`src/rtl/debounce_pkg.sv`:
```
// Shared constants and helpers for the button debouncer and its synchronizer.
// DEFAULT_* values suit simulation; BOARD_* values suit a 100 MHz board clock.
package debounce_pkg;

  localparam int unsigned DEFAULT_STABLE_CYCLES = 4;
  localparam int unsigned BOARD_STABLE_CYCLES   = 1_000_000;  // 10 ms at 100 MHz
  localparam int unsigned DEFAULT_SYNC_STAGES   = 2;

  // Width of a counter that must hold 0..max_count.
  function automatic int unsigned cnt_width(input int unsigned max_count);
    return (max_count < 1) ? 1 : $clog2(max_count + 1);
  endfunction

endpackage

```
`src/rtl/sync_ff.sv`:
```
// Multi-stage synchronizer for one asynchronous level.
// Synchronous active-low reset clears every stage to 0.
module sync_ff
  import debounce_pkg::*;
#(
  parameter int unsigned SYNC_STAGES = DEFAULT_SYNC_STAGES
) (
  input  logic clk,
  input  logic rst,
  input  logic d,
  output logic q
);

  logic [SYNC_STAGES-1:0] stage_q;

  always_ff @(posedge clk) begin
    if (!rst) begin
      stage_q <= '0;
    end else begin
      stage_q <= {stage_q[SYNC_STAGES-2:0], d};
    end
  end

  assign q = stage_q[SYNC_STAGES-1];

endmodule

```
`src/rtl/btn_debounce.sv`:
```
// Push-button debouncer: synchronize, require STABLE_CYCLES of disagreement, then follow.
// Define DEBOUNCE_PULSE_EN to add registered btn_press / btn_release edge pulses.
module btn_debounce
  import debounce_pkg::*;
#(
  parameter int unsigned STABLE_CYCLES = DEFAULT_STABLE_CYCLES,
  parameter int unsigned SYNC_STAGES   = DEFAULT_SYNC_STAGES
) (
  input  logic clk,
  input  logic rst,
  input  logic btn_in,
  output logic btn_out
`ifdef DEBOUNCE_PULSE_EN
  ,
  output logic btn_press,
  output logic btn_release
`endif
);

  localparam int unsigned CntW = cnt_width(STABLE_CYCLES);
  localparam logic [CntW-1:0] CntLast = CntW'(STABLE_CYCLES - 1);

  logic            sync;
  logic [CntW-1:0] cnt_q, cnt_d;
  logic            out_q, out_d;

  sync_ff #(
    .SYNC_STAGES(SYNC_STAGES)
  ) u_sync (
    .clk(clk),
    .rst(rst),
    .d  (btn_in),
    .q  (sync)
  );

  // Any cycle where sync agrees with the output throws away the partial count.
  always_comb begin
    cnt_d = cnt_q;
    out_d = out_q;
    if (sync == out_q) begin
      cnt_d = '0;
    end else if (cnt_q == CntLast) begin
      out_d = sync;
      cnt_d = '0;
    end else begin
      cnt_d = cnt_q + 1'b1;
    end
  end

  always_ff @(posedge clk) begin
    if (!rst) begin
      cnt_q <= '0;
      out_q <= 1'b0;
    end else begin
      cnt_q <= cnt_d;
      out_q <= out_d;
    end
  end

  assign btn_out = out_q;

`ifdef DEBOUNCE_PULSE_EN
  logic press_q, release_q;

  // Computed from out_d so the pulse lands in the same cycle btn_out changes.
  always_ff @(posedge clk) begin
    if (!rst) begin
      press_q   <= 1'b0;
      release_q <= 1'b0;
    end else begin
      press_q   <= out_d & ~out_q;
      release_q <= ~out_d & out_q;
    end
  end

  assign btn_press   = press_q;
  assign btn_release = release_q;
`endif

endmodule

```
`config.mk`:
```
export PLATFORM = sky130hd
export DESIGN_NAME = btn_debounce
export DESIGN_NICKNAME = d
export VERILOG_FILES = /design/src/rtl/debounce_pkg.sv /design/src/rtl/sync_ff.sv /design/src/rtl/btn_debounce.sv
export SDC_FILE = /design/constraint.sdc
export NUM_CORES = 1
export LEC_CHECK = 0
export ABC_AREA = 1
export CAP_MARGIN = 25
export CORE_AREA = 2 2 39 41
export CTS_BUF_LIST = sky130_fd_sc_hd__clkbuf_8
export CTS_CLUSTER_SIZE = 12
export DETAILED_ROUTE_END_ITERATION = 7
export DIE_AREA = 0 0 41 43
export HOLD_SLACK_MARGIN = 0.08
export SLEW_MARGIN = 20
export SYNTH_ARGS = -nofsm -noshare
export SYNTH_HDL_FRONTEND = slang
export SYNTH_SLANG_ARGS = --single-unit
```
`constraint.sdc`:
```
create_clock -name clk -period 2.56 [get_ports clk]
set_input_delay 0.768 -clock clk [delete_from_list [all_inputs] [get_ports clk]]
set_output_delay 0.768 -clock clk [all_outputs]
set_load 0.005 [all_outputs]
```
==> results by stage, run 1 <==
Clock tree:
- The number of hold buffers added after CTS was 0.
- In this run the number of H-tree levels came out at 1.
- CTS placed an instance of sky130_fd_sc_hd__clkbuf_8 at the clock tree root.
- The latest clock arrival within the worst-skew pair is between 0.2 and 0.25 ns.
- The clock edge transition at the registers on the reported setup and hold paths is 0.03 ns.
- The number of cells upsized or downsized after cts is 0.
- The number of clock buffers added by TritonCTS is 3.
- Once the clock tree was built, the setup fixing pass inserted 0 buffers.
- The longest clock path from root to sink contains 2 buffers.
- The total number of clock tree sinks is 6.
- TritonCTS built the clock tree.

Yosys:
- The synthesized netlist occupies a cell area of ~230 um2.
- Synthesis produced 28 cells.
- The netlist uses 8 different library cells.
- The top cell type by area accounts for 52.46% of the synthesized area.
- Dividing the synthesized area by the synthesized cell count gives 8.178 um2.
- In the post-synthesis netlist, the biggest area contributors are sky130_fd_sc_hd__dfxtp_1 52%, sky130_fd_sc_hd__ha_1 11%, sky130_fd_sc_hd__inv_1 9.8%, sky130_fd_sc_hd__nand2_1 9.8%, sky130_fd_sc_hd__nor2_1 8.2%.
- The number of nets in the synthesized netlist is 33.
- Synthesis inferred 6 register bits.
- For this run, the register share of the synthesized area comes to 52.46%.
- The count of yosys warnings during synthesis is 0.
- The cell type contributing the most total cell area after synthesis is sky130_fd_sc_hd__dfxtp_1.

Finish:
- The layout has around 160 filler cells.
- In the final layout, the share of cells above drive strength 1 is between 15 and 20%.
- The final net count is just over 40.
- Leaving out fill and tap cells, the most frequent cells in the layout are 6 x sky130_fd_sc_hd__inv_1, 6 x sky130_fd_sc_hd__nand2_1, 6 x sky130_fd_sc_hd__dfxtp_1.
- The sequential cells in the finished layout cover a total of around 120 um2.
- Once layout is complete, the utilization of the core stands at a little under a quarter.
- In the final layout, the multi-input gates occupy 82.58 um2.
- The area growth from synthesis to layout is 39.89%.
- The number of diodes added for antenna fixing is 0.

STA:
- The number of hold violations in the final report is 0.
- At the pin with the least slew margin, the transition time is about 0.16 ns.
- Setup violations remaining at the end of the flow were counted as 0.
- In this run the tightest slew margin relative to its limit is roughly nine tenths.
- The max-slew violation total from the final report is 0.
- Static timing analysis puts the maximum clock frequency at 0.5397 GHz.
- Setup repair after global routing left no endpoint under its margin.
- The clock period could shrink to approximately 1.9 ns.
- The fraction of the cycle the final worst path needs is 72.38%.
- The final-layout setup total negative slack is 0 ns.
- For the final database, setup skew stands at 0.001022 ns.

Setup path:
- The worst register-to-register path ends at cnt_q[0].
- On the worst path, the slowest cell contributes a delay of 0.51 ns.
- The worst setup path is captured at an output port.
- The worst endpoint required time is 1.79 ns.
- In this run the critical register-to-register path is launched from cnt_q[0].
- The critical path is of the reg -> out type.
- The largest fanout of any net on the critical path is 4.
- The category of cells accounting for the largest share of critical-path delay is buffers and inverters.
- The minimum setup slack among reg-to-reg paths is 1.49 ns.
- The slowest stage of the critical path is the sky130_fd_sc_hd__clkdlybuf4s50_1 cell.
- The worst setup path is launched from a flip-flop.
- The worst register-to-register path has a depth of 5.
- Data on the critical path arrives at its endpoint at 1.08 ns.
- Traced cell by cell, the critical path runs through clkdlybuf4s50_1.
- Counting both buffers and inverters, the worst setup path holds a total of 1.

Global routing:
- The number of antenna violations at the first check in global routing is 0.
- The pin count of the biggest net entering global routing is 5.
- The global-route total usage across every layer is 5.628%.
- Summed over all layers, the global routing overflow is 0.
- The number of global-route vias before repair is 143.
- The first-pass GRT wire length is 545 um.

Route:
- The detailed router finished its first iteration with 2 violations.
- The total DRC errors in the routed layout is 0.
- After detailed routing, the number of vias per cell comes to 3.320.
- The first detailed-routing pass ran for 4 iterations.
- The post-detailed-route count of antenna-violating nets is 0.
- The overall routed net length is 311 um.
- The total via count after detailed routing is 166.
- After detailed routing, the average wire length per cell comes to between 6 and 7 um.

Floorplan:
- The floorplan has 14 rows.
- The initial core utilization is approximately 17%.
- The core region is 1384 um2.
- 4 I/O pins were placed.
- The die outline height is 43 um.
- The die outline area is 1763 um2.
- In this run the horizontal extent of the chip is 41 um.

Power:
- The worst voltage drop across the vdd grid is 0.0003672 V.
- The total power density per cell area is 756.6 nW/um2.
- The analysis attributes to cell leakage a power of 0.0001489 uW.

Placement:
- The final HPWL from detailed placement is 236.5 um.
- The final estimated routing congestion in global placement is just under 0.7.
- Port buffering added 3 buffers.

Min path:
- The startpoint identified for the worst hold timing path is u_sync.stage_q[0].
- The endpoint of the worst hold-timing path is u_sync.stage_q[1].
- In this run the worst hold path is classified as reg -> reg.
- The number of cells traversed by the worst hold path is 2.

Status:
- The run finished with clean final reports.

Job:
- The tool flagged a number of max-cap violations equal to 0.
-- per-layer routing --
metal / vias up / track usage (%) / wire, um
met3: 0 / 7.853 / 37
met2: 5 / 6.563 / 135
met1: 69 / 4.516 / 138
met4: 0 / 4.000 / 0
li1: 92 / - / -
met5: - / 0 / 0
-- power breakdown --
part / leakage [uW] / switching [uW] / internal [uW]
Sequential: 0.0000488 / 0.664 / 96.0
Combinational: 0.0000785 / 3.68 / 4.48
Clock: 0.0000216 / 36.8 / 101
-- worst min-delay path, cell delays in order (launching register included) --
cell and delay (ns):
sky130_fd_sc_hd__dfxtp_1 0.29, sky130_fd_sc_hd__nand2_1 0.04, sky130_fd_sc_hd__inv_1 0.04
-- sequential cells by signal (all words and copies together) (netlist names) --
signal / cells
btn_out: 1
cnt_q: 3
u_sync.stage_q: 2
-- synthesized netlist by cell type --
| cell type | number |
|---|---|
| sky130_fd_sc_hd__nor2_2 | 1 |
| sky130_fd_sc_hd__nand2_1 | 6 |
| sky130_fd_sc_hd__inv_2 | 1 |
| sky130_fd_sc_hd__nand3_2 | 1 |
| sky130_fd_sc_hd__dfxtp_1 | 6 |
| sky130_fd_sc_hd__inv_1 | 6 |
| sky130_fd_sc_hd__ha_1 | 2 |
| sky130_fd_sc_hd__nor2_1 | 5 |
-- cells by family after synthesis --
logic type | after synthesis | share of synthesized area [%]
buffers and inverters | 7 | 11.47
DFF | 6 | 52.46
adders and majority gates | 2 | 10.93
and+or+nand+nor | 13 | 25.14
-- worst max-delay path by stage --
stage	startpoint	slack, ns	cells past startpoint	endpoint
6_report	btn_out	0.71	1	btn_out
2_1_floorplan	btn_out	1.45	0	btn_out
3_5_place_dp	rst	0.86	5	cnt_q[0]
4_1_cts	btn_out	0.69	1	btn_out
5_1_grt	btn_out	0.65	1	btn_out
3_3_place_gp	rst	0.88	5	cnt_q[0]
-- through the flow --
stage,total power [uW],instance area (um2),cells,worst slack [ns],hold slack [ns]
5_1_grt,259.4,320.3,50,0.6549,0.4398
6_report,242.3,320.3,50,0.7070,0.4047
3_3_place_gp,106.1,279.0,47,0.8841,0.3927
2_1_floorplan,102.0,229.0,28,1.447,0.3900
3_5_place_dp,106.5,279.0,47,0.8584,0.3997
4_1_cts,247.5,320.3,50,0.6888,0.4078
-- cell type report --
class / instances / share of cell area [%]
Sequential cell: 6 / 37.50
Multi-Input combinational cell: 15 / 25.78
Clock buffer: 3 / 12.89
Timing Repair Buffer: 3 / 9.375
Inverter: 7 / 8.203
Tap cell: 16 / 6.250
No activity file was read; power rests on OpenSTA's default activity.
==> inputs of run 2 (changes only) <==
clock period = 1.5 ns   (was 2.56 ns; I/O delays follow)
==> results by stage, run 2 (same netlist as run 1, synthesis figures left out) <==
Finish:
- The area growth from synthesis to layout is 39.34%.
- More flip-flops sit in one register than any other, and that register is cnt_q.
- Cells with a size suffix above 1 make up 17.65% of the layout.
- 0 antenna diodes ended up in the layout.
- Leaving out fill and tap cells, the most frequent cells in the layout are 6 x sky130_fd_sc_hd__inv_1, 6 x sky130_fd_sc_hd__nand2_1, 6 x sky130_fd_sc_hd__dfxtp_1.
- The register with the most flip-flops in the layout has 3 of them.
- The final net count is 41.

Setup path:
- The startpoint type of the worst setup path is a flip-flop.
- The worst path buffer plus inverter count is 1.
- Data arrives at the worst endpoint at 0.82 ns.
- The largest fanout of any net on the critical path is 4.
- The slowest cell on the critical path is sky130_fd_sc_hd__dfxtp_1.
- The worst endpoint required time is 1.05 ns.
- For this run, the slowest stage of the critical path takes roughly 0.35 ns.
- The capturing element type of the critical path is an output port.
- The category of cells accounting for the largest share of critical-path delay is flip-flops.
- Traced cell by cell, the critical path runs through dlygate4sd2_1.
- By startpoint and endpoint, the worst setup path is classified as reg -> out.

Clock tree:
- The tree built by TritonCTS fans out to 6 sinks.
- The H-tree depth is 1.
- The number of cells upsized or downsized after cts is 1.
- The library cell used as clock root buffer is sky130_fd_sc_hd__clkbuf_8.
- Counting the buffers created by CTS gives 3.
- TritonCTS built the clock tree.
- Buffers inserted to repair hold after CTS numbered 0.
- The later pin in the worst-skew pair is clocked with a latency of 0.22 ns.
- Clock-pin slew was measured on the worst setup and hold paths at 0.03 ns.
- Buffers added to address setup during post-CTS repair amount to 0.
- The maximum buffer depth of the clock tree is 2.

STA:
- The final-layout setup total negative slack is 0 ns.
- Dividing the final minimum period by the clock period gives 84.41%.
- The setup clock skew after layout is between 0.0002 and 0.0003 ns.
- The worst-case headroom to the max-slew limit is 89.29%.
- The number of setup violations in the final report is 0.
- Setup repair after global routing left no endpoint under its margin.
- After layout, the minimum clock period comes to 1.266 ns.
- Final hold analysis gives a worst-case slack of 0.4045 ns.
- The transition time at the pin with the least slew margin is 0.1602 ns.
- Based on the critical path, the design can be clocked at up to 0.7898 GHz.
- The number of hold violations in the final report is 0.
- The max-slew violation total from the final report was 0.

Power:
- IR analysis of the VDD net gives a maximum drop of 0.0004653 V.
- The total leakage power is ~0.00015 uW.
- Dividing total power by cell area gives a power density of 1287 nW/um2.

Route:
- In the routed design, unresolved DRC markers number 0.
- The count of TritonRoute iterations in the first routing pass is 1.
- The iteration-0 DRC count of the detailed router is 0.
- The total via count after detailed routing is 164.
- The overall routed net length is between 200 and 300 um.
- The average vias per placed instance is between 3 and 4.
- The mean routed wirelength per cell is 5.740 um.
- The count of nets left with antenna violations once routing finished came out at 0.

Floorplan:
- The floorplan step defined a core boundary enclosing about 1400 um2.
- 4 I/O pins were placed.
- The die outline area is 1763 um2.
- The initial core utilization is between 10% and 20%.
- From left edge to right edge, the die measures 41 um.
- The initialized floorplan defines 14 standard-cell rows.
- From bottom edge to top edge, the die measures about 43 um.

Placement:
- Buffers placed on the I/O ports in this run total 3.
- The final HPWL from detailed placement is 229.5 um.
- Routability-driven placement finished with a final weighted congestion of 0.6532.

Global routing:
- The number of global-route vias before repair came to 138.
- Entering global routing, the biggest net connects 5 pins.
- The final global-route overflow total is 0.
- For this run, the total global-route usage over all layers was measured as 4.322%.
- The number of antenna violations at the first check in global routing came to 0.
- The first-pass GRT wire length is 441 um.

Status:
- The run finished with clean final reports.

Min path:
- In this run the worst hold path is classified as reg -> reg.

Job:
- Across the run, the number of max-cap violations was 0.
run 2: routing by layer:
metal	wire length, um	track usage [%]	up-vias
li1	-	-	93
met1	130	3.871	68
met2	135	5.000	3
met3	21	3.141	0
met4	0	6.000	0
met5	0	0	-
run 2: where the power goes:
group	switching (uW)	internal [uW]	leakage (uW)
sequential	1.16	164	0.0000488
clock	60.0	172	0.0000216
combinational	6.30	7.61	0.0000833
run 2: through the flow:
step / setup WS, ns / total power [uW] / utilization [%] / cells / instance area (um2)
floorplan: 0.4990 / 174.1 / - / 28 / 229.0
global placement: 0.1349 / 181.2 / 20.16 / 47 / 279.0
detailed placement: 0.09451 / 181.6 / 20.16 / 47 / 279.0
CTS: 0.2175 / 421.4 / 23.06 / 50 / 319.1
global route: 0.1878 / 427.1 / 23.06 / 50 / 319.1
finish: 0.2339 / 410.6 / 23.06 / 50 / 319.1
run 2: layout make-up:
type / instances / area [um2]
sequential: 6 / 120.1
tap: 16 / 20.02
multi-input combinational: 15 / 82.58
timing repair buffer: 3 / 28.78
fill: 158 / 1065
clock buffer: 3 / 41.29
inverter: 7 / 26.28
run 2: worst paths after layout:
kind,startpoint,to,slack [ns],depth (start not counted)
max,btn_out,btn_out,0.23,1
min,u_sync.stage_q[0],u_sync.stage_q[1],0.40,2
max reg2reg,cnt_q[0],cnt_q[0],0.42,5
min reg2reg,u_sync.stage_q[0],u_sync.stage_q[1],0.40,2
